==> src/rtl/rib_lsu_master.sv <==
// rtl/rib_lsu_master.sv - RIB bus initiator: one LSU load/store command becomes one RIB transaction.
// Optional bus-wait abort is enabled by defining RIB_TIMEOUT_EN.
module rib_lsu_master #(
  parameter int TIMEOUT_CYCLES = 255
) (
  input  logic        i_clk,
  input  logic        i_rst,
  input  logic        i_lsu_valid,
  output logic        o_lsu_ready,
  input  logic        i_lsu_we,
  input  logic [31:0] i_lsu_addr,
  input  logic [1:0]  i_lsu_size,
  input  logic        i_lsu_unsigned,
  input  logic [31:0] i_lsu_wdata,
  output logic        o_lsu_done,
  output logic [31:0] o_lsu_rdata,
  output logic        o_lsu_err,
  output logic [31:0] o_ribm_addr,
  output logic        o_ribm_wrcs,
  output logic [3:0]  o_ribm_mask,
  output logic [31:0] o_ribm_wdata,
  input  logic [31:0] i_ribm_rdata,
  output logic        o_ribm_req,
  input  logic        i_ribm_gnt,
  input  logic        i_ribm_rsp,
  output logic        o_ribm_rdy
);

  typedef enum logic [1:0] {IDLE, REQ, RSP, DONE} state_t;

  state_t      state;
  logic [1:0]  size_q;
  logic        uns_q;
  logic        tmo_hit;
  logic [31:0] load_result;

  function automatic logic [3:0] gen_mask(input logic [1:0] size, input logic [1:0] off);
    case (size)
      2'd0:    return 4'b0001 << off;
      2'd1:    return 4'b0011 << off;
      2'd2:    return 4'b1111;
      default: return 4'b0000;
    endcase
  endfunction

  function automatic logic [31:0] gen_wdata(input logic [1:0] size, input logic [31:0] wdata);
    case (size)
      2'd0:    return {4{wdata[7:0]}};
      2'd1:    return {2{wdata[15:0]}};
      default: return wdata;
    endcase
  endfunction

  function automatic logic bad_cmd(input logic [1:0] size, input logic [1:0] off);
    return (size == 2'd3) || (size == 2'd1 && off[0]) || (size == 2'd2 && off != 2'd0);
  endfunction

  function automatic logic [31:0] extract(input logic [31:0] rdata, input logic [1:0] size,
                                          input logic [1:0] off, input logic uns);
    logic [31:0] lane;
    lane = rdata >> {off, 3'b000};
    case (size)
      2'd0:    return {{24{~uns & lane[7]}}, lane[7:0]};
      2'd1:    return {{16{~uns & lane[15]}}, lane[15:0]};
      default: return rdata;
    endcase
  endfunction

  assign o_lsu_ready = (state == IDLE);
  // Stores complete with zero read data; only loads pass the lane through.
  assign load_result = o_ribm_wrcs ? 32'h0 : extract(i_ribm_rdata, size_q, o_ribm_addr[1:0], uns_q);

`ifdef RIB_TIMEOUT_EN
  localparam int CNT_W = ($clog2(TIMEOUT_CYCLES + 1) > 8) ? $clog2(TIMEOUT_CYCLES + 1) : 8;
  logic [CNT_W-1:0] tmo_cnt;

  assign tmo_hit = (state == REQ || state == RSP) &&
                   ((tmo_cnt + CNT_W'(1)) == CNT_W'(TIMEOUT_CYCLES));

  always_ff @(posedge i_clk) begin
    if (i_rst || state == IDLE)
      tmo_cnt <= '0;
    else if (state == REQ || state == RSP)
      tmo_cnt <= tmo_cnt + CNT_W'(1);
  end
`else
  localparam int unused_timeout = TIMEOUT_CYCLES;
  assign tmo_hit = 1'b0;
`endif

  always_ff @(posedge i_clk) begin
    if (i_rst) begin
      state        <= IDLE;
      o_ribm_req   <= 1'b0;
      o_ribm_rdy   <= 1'b0;
      o_lsu_done   <= 1'b0;
      o_lsu_err    <= 1'b0;
      o_lsu_rdata  <= 32'h0;
      o_ribm_addr  <= 32'h0;
      o_ribm_wdata <= 32'h0;
      o_ribm_mask  <= 4'h0;
      o_ribm_wrcs  <= 1'b0;
      size_q       <= 2'd0;
      uns_q        <= 1'b0;
    end else begin
      case (state)
        IDLE: begin
          if (i_lsu_valid) begin
            o_ribm_addr  <= i_lsu_addr;
            o_ribm_wrcs  <= i_lsu_we;
            o_ribm_mask  <= gen_mask(i_lsu_size, i_lsu_addr[1:0]);
            o_ribm_wdata <= gen_wdata(i_lsu_size, i_lsu_wdata);
            size_q       <= i_lsu_size;
            uns_q        <= i_lsu_unsigned;
            if (bad_cmd(i_lsu_size, i_lsu_addr[1:0])) begin
              state       <= DONE;
              o_lsu_done  <= 1'b1;
              o_lsu_err   <= 1'b1;
              o_lsu_rdata <= 32'h0;
            end else begin
              state      <= REQ;
              o_ribm_req <= 1'b1;
            end
          end
        end
        REQ: begin
          if (i_ribm_gnt) begin
            o_ribm_req <= 1'b0;
            // A slave may answer in the grant cycle; skip RSP in that case.
            if (i_ribm_rsp) begin
              state       <= DONE;
              o_lsu_done  <= 1'b1;
              o_lsu_rdata <= load_result;
            end else begin
              state      <= RSP;
              o_ribm_rdy <= 1'b1;
            end
          end else if (tmo_hit) begin
            o_ribm_req <= 1'b0;
            state      <= DONE;
            o_lsu_done <= 1'b1;
            o_lsu_err  <= 1'b1;
          end
        end
        RSP: begin
          if (i_ribm_rsp && o_ribm_rdy) begin
            o_ribm_rdy  <= 1'b0;
            state       <= DONE;
            o_lsu_done  <= 1'b1;
            o_lsu_rdata <= load_result;
          end else if (tmo_hit) begin
            o_ribm_rdy <= 1'b0;
            state      <= DONE;
            o_lsu_done <= 1'b1;
            o_lsu_err  <= 1'b1;
          end
        end
        DONE: begin
          state       <= IDLE;
          o_lsu_done  <= 1'b0;
          o_lsu_err   <= 1'b0;
          o_lsu_rdata <= 32'h0;
        end
        default: state <= IDLE;
      endcase
    end
  end

endmodule
==> config.mk <==
export PLATFORM = sky130hd
export DESIGN_NAME = rib_lsu_master
export DESIGN_NICKNAME = d
export VERILOG_FILES = /design/src/rtl/rib_lsu_master.sv
export SDC_FILE = /design/constraint.sdc
export NUM_CORES = 1
export LEC_CHECK = 0
export CAP_MARGIN = 25
export CORE_ASPECT_RATIO = 1.4
export CORE_MARGIN = 10
export CORE_UTILIZATION = 27
export DETAILED_ROUTE_END_ITERATION = 12
export PLACE_DENSITY = 0.65
export SLEW_MARGIN = 20
export SYNTH_ARGS = -nofsm -noshare
export SYNTH_HDL_FRONTEND = slang
export SYNTH_SLANG_ARGS = --single-unit
==> constraint.sdc <==
create_clock -name i_clk -period 3.5 [get_ports i_clk]
set_clock_uncertainty 0.15 [all_clocks]
set_input_delay 0.35 -clock i_clk [delete_from_list [all_inputs] [get_ports i_clk]]
set_output_delay 0.35 -clock i_clk [all_outputs]
set_load 0.01 [all_outputs]
# == Word level (Yosys, flattened, before mapping) ==
# Cells that the tools add are included.
# word_totals
output_inout_bits,106
in_bits,105
reg_bits,110
elab_cells,82
# classes
eq_ne,14
n_mux,31
bitwise_logic,4
reduce_logical,18
shift,3
# op_table
operator,count
$mux W32,6
$pmux W32 S2,2
$pmux W32 S4,1
$shr A32 B5 Y16,1
$mux W1,12
$ne A2 B2 Y1 const B,6
$pmux W4 S3,1
$eq A2 B2 Y1 const B,4
$mux W2,4
$pmux W2 S4,1
$reduce_and A4 Y1,2
$eq A2 B1 Y1 const B,3
$logic_not A2 Y1,3
$pmux W1 S2,3
$reduce_and A3 Y1,2
$reduce_bool A2 Y1,3
$reduce_and A5 Y1,1
$pmux W1 S4,1
$shl A1 B2 Y4 const A,1
$shl A2 B2 Y4 const A,1
$logic_and A1 B1 Y1,3
$and A1 B1 Y1,2
$logic_or A1 B1 Y1,2
$ne A2 B1 Y1 const B,1
3 further kinds,4

# == Longest topological paths before layout ==
# logic_depth
depth_word,7
ltp_mapped,8

# == Worst setup path before layout ==
# OpenSTA, ideal clock, no wires.
# synth_path
path_kind,flip-flop to flip-flop
startpoint,reg state[0]
endpoint,reg o_lsu_rdata[22]
synth_period_minus_slack_ns,2.130
required_time_ns,3.258
arrival_time_ns,1.888
path_slack_ns,1.370
setup_ns,0.092
path_stages_with_launch,8
path_cell_list,dfxtp_1 > inv_1 > ha_1 > nor2b_1 > a211oi_2 > nand3_1 > buf_2 > o32ai_1
# synth_between
elab_chain_len,3
word_cells_on_any_way,11
classes_between,8 x eq/ne; 1 x mux; 2 x reduce/logical
# synth_lines
item,line,source
"start, declared",31,state_t state;
"start signal, assigned",93,state <= IDLE;
"start signal, assigned",116,state <= DONE;
"start signal, assigned",121,state <= REQ;
$logic_not A2 Y1 (*),--,
via o_lsu_ready,9,"output logic o_lsu_ready,"
$ne A2 B1 Y1 (no source line) / $ne A2 B2 Y1 (equally long branches),--,
$reduce_and A5 Y1 (no source line),--,
"end signal, assigned",133,o_lsu_rdata <= load_result;
"end signal, assigned",150,o_lsu_rdata <= load_result;
"end, declared",16,"output logic [31:0] o_lsu_rdata,"
# The timed path passes the listed nets; every way through them passes the cells marked *.
# A chain may end at the register's enable or synchronous reset.

# == Worst setup path after layout ==
# layout_path
startpoint,reg state[1]
endpoint,reg o_lsu_rdata[1]
# layout_between
elab_chain_len,3
word_cells_on_any_way,11
classes_between,8 x eq/ne; 1 x mux; 2 x reduce/logical
# layout_lines
item,line,source
$eq A2 B2 Y1 (tied with other cells),106,case (state)
$ne A2 B2 Y1 (no source line) / $ne A2 B1 Y1 (equally long branches),--,
$reduce_and A5 Y1 (no source line),--,
# Parallel ways exist; a longest one is shown, timed or not.

==> impl_metrics.csv <==
group,metric,value,unit
placed_design,io_buffers,210,
sta,slew_violations,0,
worst_setup_path,worst-path-max-fanout,20,
synthesis,synth.area.top_cells,"dfxtp_1 (45%), nand2_1 (10%), a21oi_1 (8.8%)",
global_route,grt_pass1_vias,4883,
placed_design,placed_area,7230,um^2
final_layout,layout-drive-gt1-share,4.25,%
pwr,vdd_drop_max,0.000249,V
routing,vias_per_cell,4.77,
sta,final.min_clock_period,2500,ps
pwr,p_clk_share,20.4,%
synthesis,synthAdderAreaFrac,1.27,%
sta,rsz0062_at_grt,"false",
pwr,p_leak,2.65,nW
synthesis,syn-num-nets,720,
clock_tree,cts_tree,"yes",
routing,drtIter0Drc,336,
synthesis,synth_compound_area_share,25.6,%
routing,drc,0,
global_route,grt_max_degree,71,
synthesis,synth_most_common_cell,"nand2_1",
sta,setup_tns,0,ps
clock_tree,cts_hold_buf,0,
synthesis,synthXorXnorAreaFrac,0,%
worst_setup_path,reg2reg_slack,1000,ps
synthesis,synth_common_cells,"nand2_1 (135), dfxtp_1 (110), a21oi_1 (87)",
routing,ant_nets,0,
clock_tree,h-tree-depth,3,
synthesis,synth_mux_area_share,5.57,%
synthesis,syn_inst,610,
global_route,grt_pass1_wl,28.5,mm
clock_tree,postCtsSetupRepairBufs,0,
routing,wl,18.5,mm
global_route,antenna_found_initial,0,
worst_setup_path,crit_path_end_kind,"flip-flop",
synthesis,synth_edf_count,0,
floorplanning,dieArea,24100,um^2
clock_tree,clk_path_buf_depth,2,
min_path,min_path_type,"flip-flop to flip-flop",
sta,slew_headroom,47.5,%
worst_setup_path,worstPathRequired,3550,ps
floorplanning,num_rows,58,
floorplanning,io_pins,211,
floorplanning,start_util,27.5,%
synthesis,yosys_most_used_dff,"dfxtp_1",
worst_setup_path,start_kind,"flip-flop",
pwr,p_int,3.02,mW
placed_design,hpwl,13.9,mm
outcome,run_status,"complete, no violations",
pwr,power.switching,1.69,mW
synthesis,yosys.cell_types.count,41,
worst_setup_path,path_class,"flip-flop to flip-flop",
final_layout,diodes,0,
sta,setup_violations,0,
synthesis,yosysTopAreaCellShare,44.7,%
synthesis,synthSimpleGateAreaFrac,16.7,%
synthesis,synth_top_family_by_area,"compound AO/OA/AOI/OAI gates",
final_layout,post-route-util,41.9,%
synthesis,ys_async_sr_fraction,0,%
pwr,seqPwrFrac,36.5,%
routing,routedWlPerCell,17.8,um
clock_tree,cts.sinks,110,
final_layout,fill_cells,1871,
pwr,power_density,628,nW/um^2
sta,setup_ws,997,ps
synthesis,ys_warn_count,0,
pwr,sw_frac_of_total,35.8,%
global_route,grt_usage,14.8,%
final_layout,syn_to_final_growth,52.4,%
clock_tree,clock_latency,350,ps
worst_setup_path,cp.arrival,2550,ps
sta,tightest_slew,784,ps
placed_design,gp_congestion,0.849,
routing,dr_total_vias,4963,
routing,drtPass1Iterations,4,
placed_design,pre_cts_ws,824,ps
synthesis,ys_ff_latch,110,
clock_tree,clockRootBuffer,"clkbuf_16",
pwr,power,4.71,mW
clock_tree,cts.clk_slew.worst_paths,70,ps
final_layout,final_nets,906,
floorplanning,die_y,180,um
synthesis,syn_area_per_cell,8.07,um^2
synthesis,synth.largest_area_cell,"dfxtp_1",
final_layout,final_area,7500,um^2
pwr,combPwrFrac,43.1,%
sta,hold_viol,0,
flow_run,cap_violations,0,
global_route,overflow,0,
synthesis,yosysSeqAreaShare,44.7,%
sta,max_freq,400,MHz
floorplanning,core,17900,um^2
clock_tree,cts_made_buffers,9,
sta,period_share,71.5,%
clock_tree,cts.repair.resized,0,
synthesis,syn_area,4920,um^2
floorplanning,dieWidth,134,um
through the flow:
stage | cells | hold WS, ps
after floorplan | 610 | 300
after global placement | 1024 | 291
after detailed placement | 1024 | 295
after CTS | 1039 | 306
after global routing | 1040 | 319
final | 1040 | 304
final timing paths:
path                                startpoint                           end  depth (start not counted)
setup / recovery         state[1]$_SDFFE_PP0P_   o_lsu_rdata[1]$_SDFFE_PP0P_                          6
hold / removal    o_ribm_addr[10]$_SDFFE_PP0P_  o_ribm_addr[10]$_SDFFE_PP0P_                          2
setup reg to reg         state[1]$_SDFFE_PP0P_   o_lsu_rdata[1]$_SDFFE_PP0P_                          6
hold reg to reg   o_ribm_addr[10]$_SDFFE_PP0P_  o_ribm_addr[10]$_SDFFE_PP0P_                          2
flip-flops by register name, summed over array words and instances (netlist names):
name,flops
o_ribm_mask,4
o_ribm_wdata,32
size_q,2
o_lsu_err,1
o_lsu_rdata,32
o_ribm_addr,32
state,2
o_lsu_done,1
o_ribm_rdy,1
uns_q,1
o_ribm_req,1
o_ribm_wrcs,1
worst max-delay path, stage by stage (launching register included):
cell      delay [ps]
dfxtp_1          400
inv_1            100
ha_1             270
nor2b_1          210
a211oi_2         390
a21o_1           620
o32ai_1          200
cell families after synthesis:
| kind of cell | count (synthesis) |
|---|---|
| AOI/OAI and AO/OA | 193 |
| adders and majority gates | 5 |
| buffers and inverters | 76 |
| DFF | 110 |
| muxes | 26 |
| and+or+nand+nor | 200 |
power by group through the flow:
| stage | Clock, mW | Sequential (mW) | Combinational, mW |
|---|---|---|---|
| floorplan | 0 | 1.85 | 0.923 |
| global placement | 0 | 1.74 | 2.05 |
| detailed placement | 0 | 1.75 | 2.05 |
| CTS | 1.00 | 1.72 | 2.06 |
| global route | 1.05 | 1.76 | 2.23 |
| finish | 0.962 | 1.72 | 2.03 |
layout make-up:
| class | instances | area [um^2] | area share (%) |
|---|---|---|---|
| multi-input cells | 424 | 2420 | 32.3 |
| clock buffers | 12 | 246 | 3.29 |
| repair buffers | 222 | 2200 | 29.3 |
| well taps | 240 | 300 | 4.00 |
| flip-flops and latches | 110 | 2200 | 29.4 |
| clock inverters | 3 | 21.3 | 0.284 |
| inverters | 29 | 109 | 1.45 |
cell usage in the layout (no fill, tap or decap), types with 2 or more instances in the layout:
| cell | count |
|---|---|
| clkbuf_16 | 9 |
| o2bb2ai_1 | 12 |
| clkdlybuf4s50_1 | 209 |
| a211oi_1 | 10 |
| mux2i_1 | 24 |
| inv_1 | 29 |
| buf_4 | 11 |
| a2bb2oi_1 | 3 |
| o211ai_1 | 3 |
| o32ai_1 | 20 |
| dfxtp_1 | 110 |
| nor3_1 | 3 |
| and3_1 | 3 |
| a21o_1 | 5 |
| o21ai_0 | 19 |
| nand2_1 | 134 |
| a21oi_1 | 87 |
| o22ai_1 | 12 |
| clkbuf_1 | 2 |
| nand2b_1 | 11 |
| nor2b_1 | 9 |
| ha_1 | 5 |
| nor2_1 | 35 |
| a311oi_1 | 11 |
per-layer routing:
| layer | part of all wire (%) | track usage (%) | vias up |
|---|---|---|---|
| li1 | - | - | 2498 |
| met1 | 41 | 17.0 | 2286 |
| met2 | 49 | 25.3 | 163 |
| met3 | 8.3 | 5.33 | 16 |
| met4 | 1.3 | 4.23 | 0 |
| met5 | 0 | 0 | - |
Note: power is estimated with default switching activity, not from simulation.
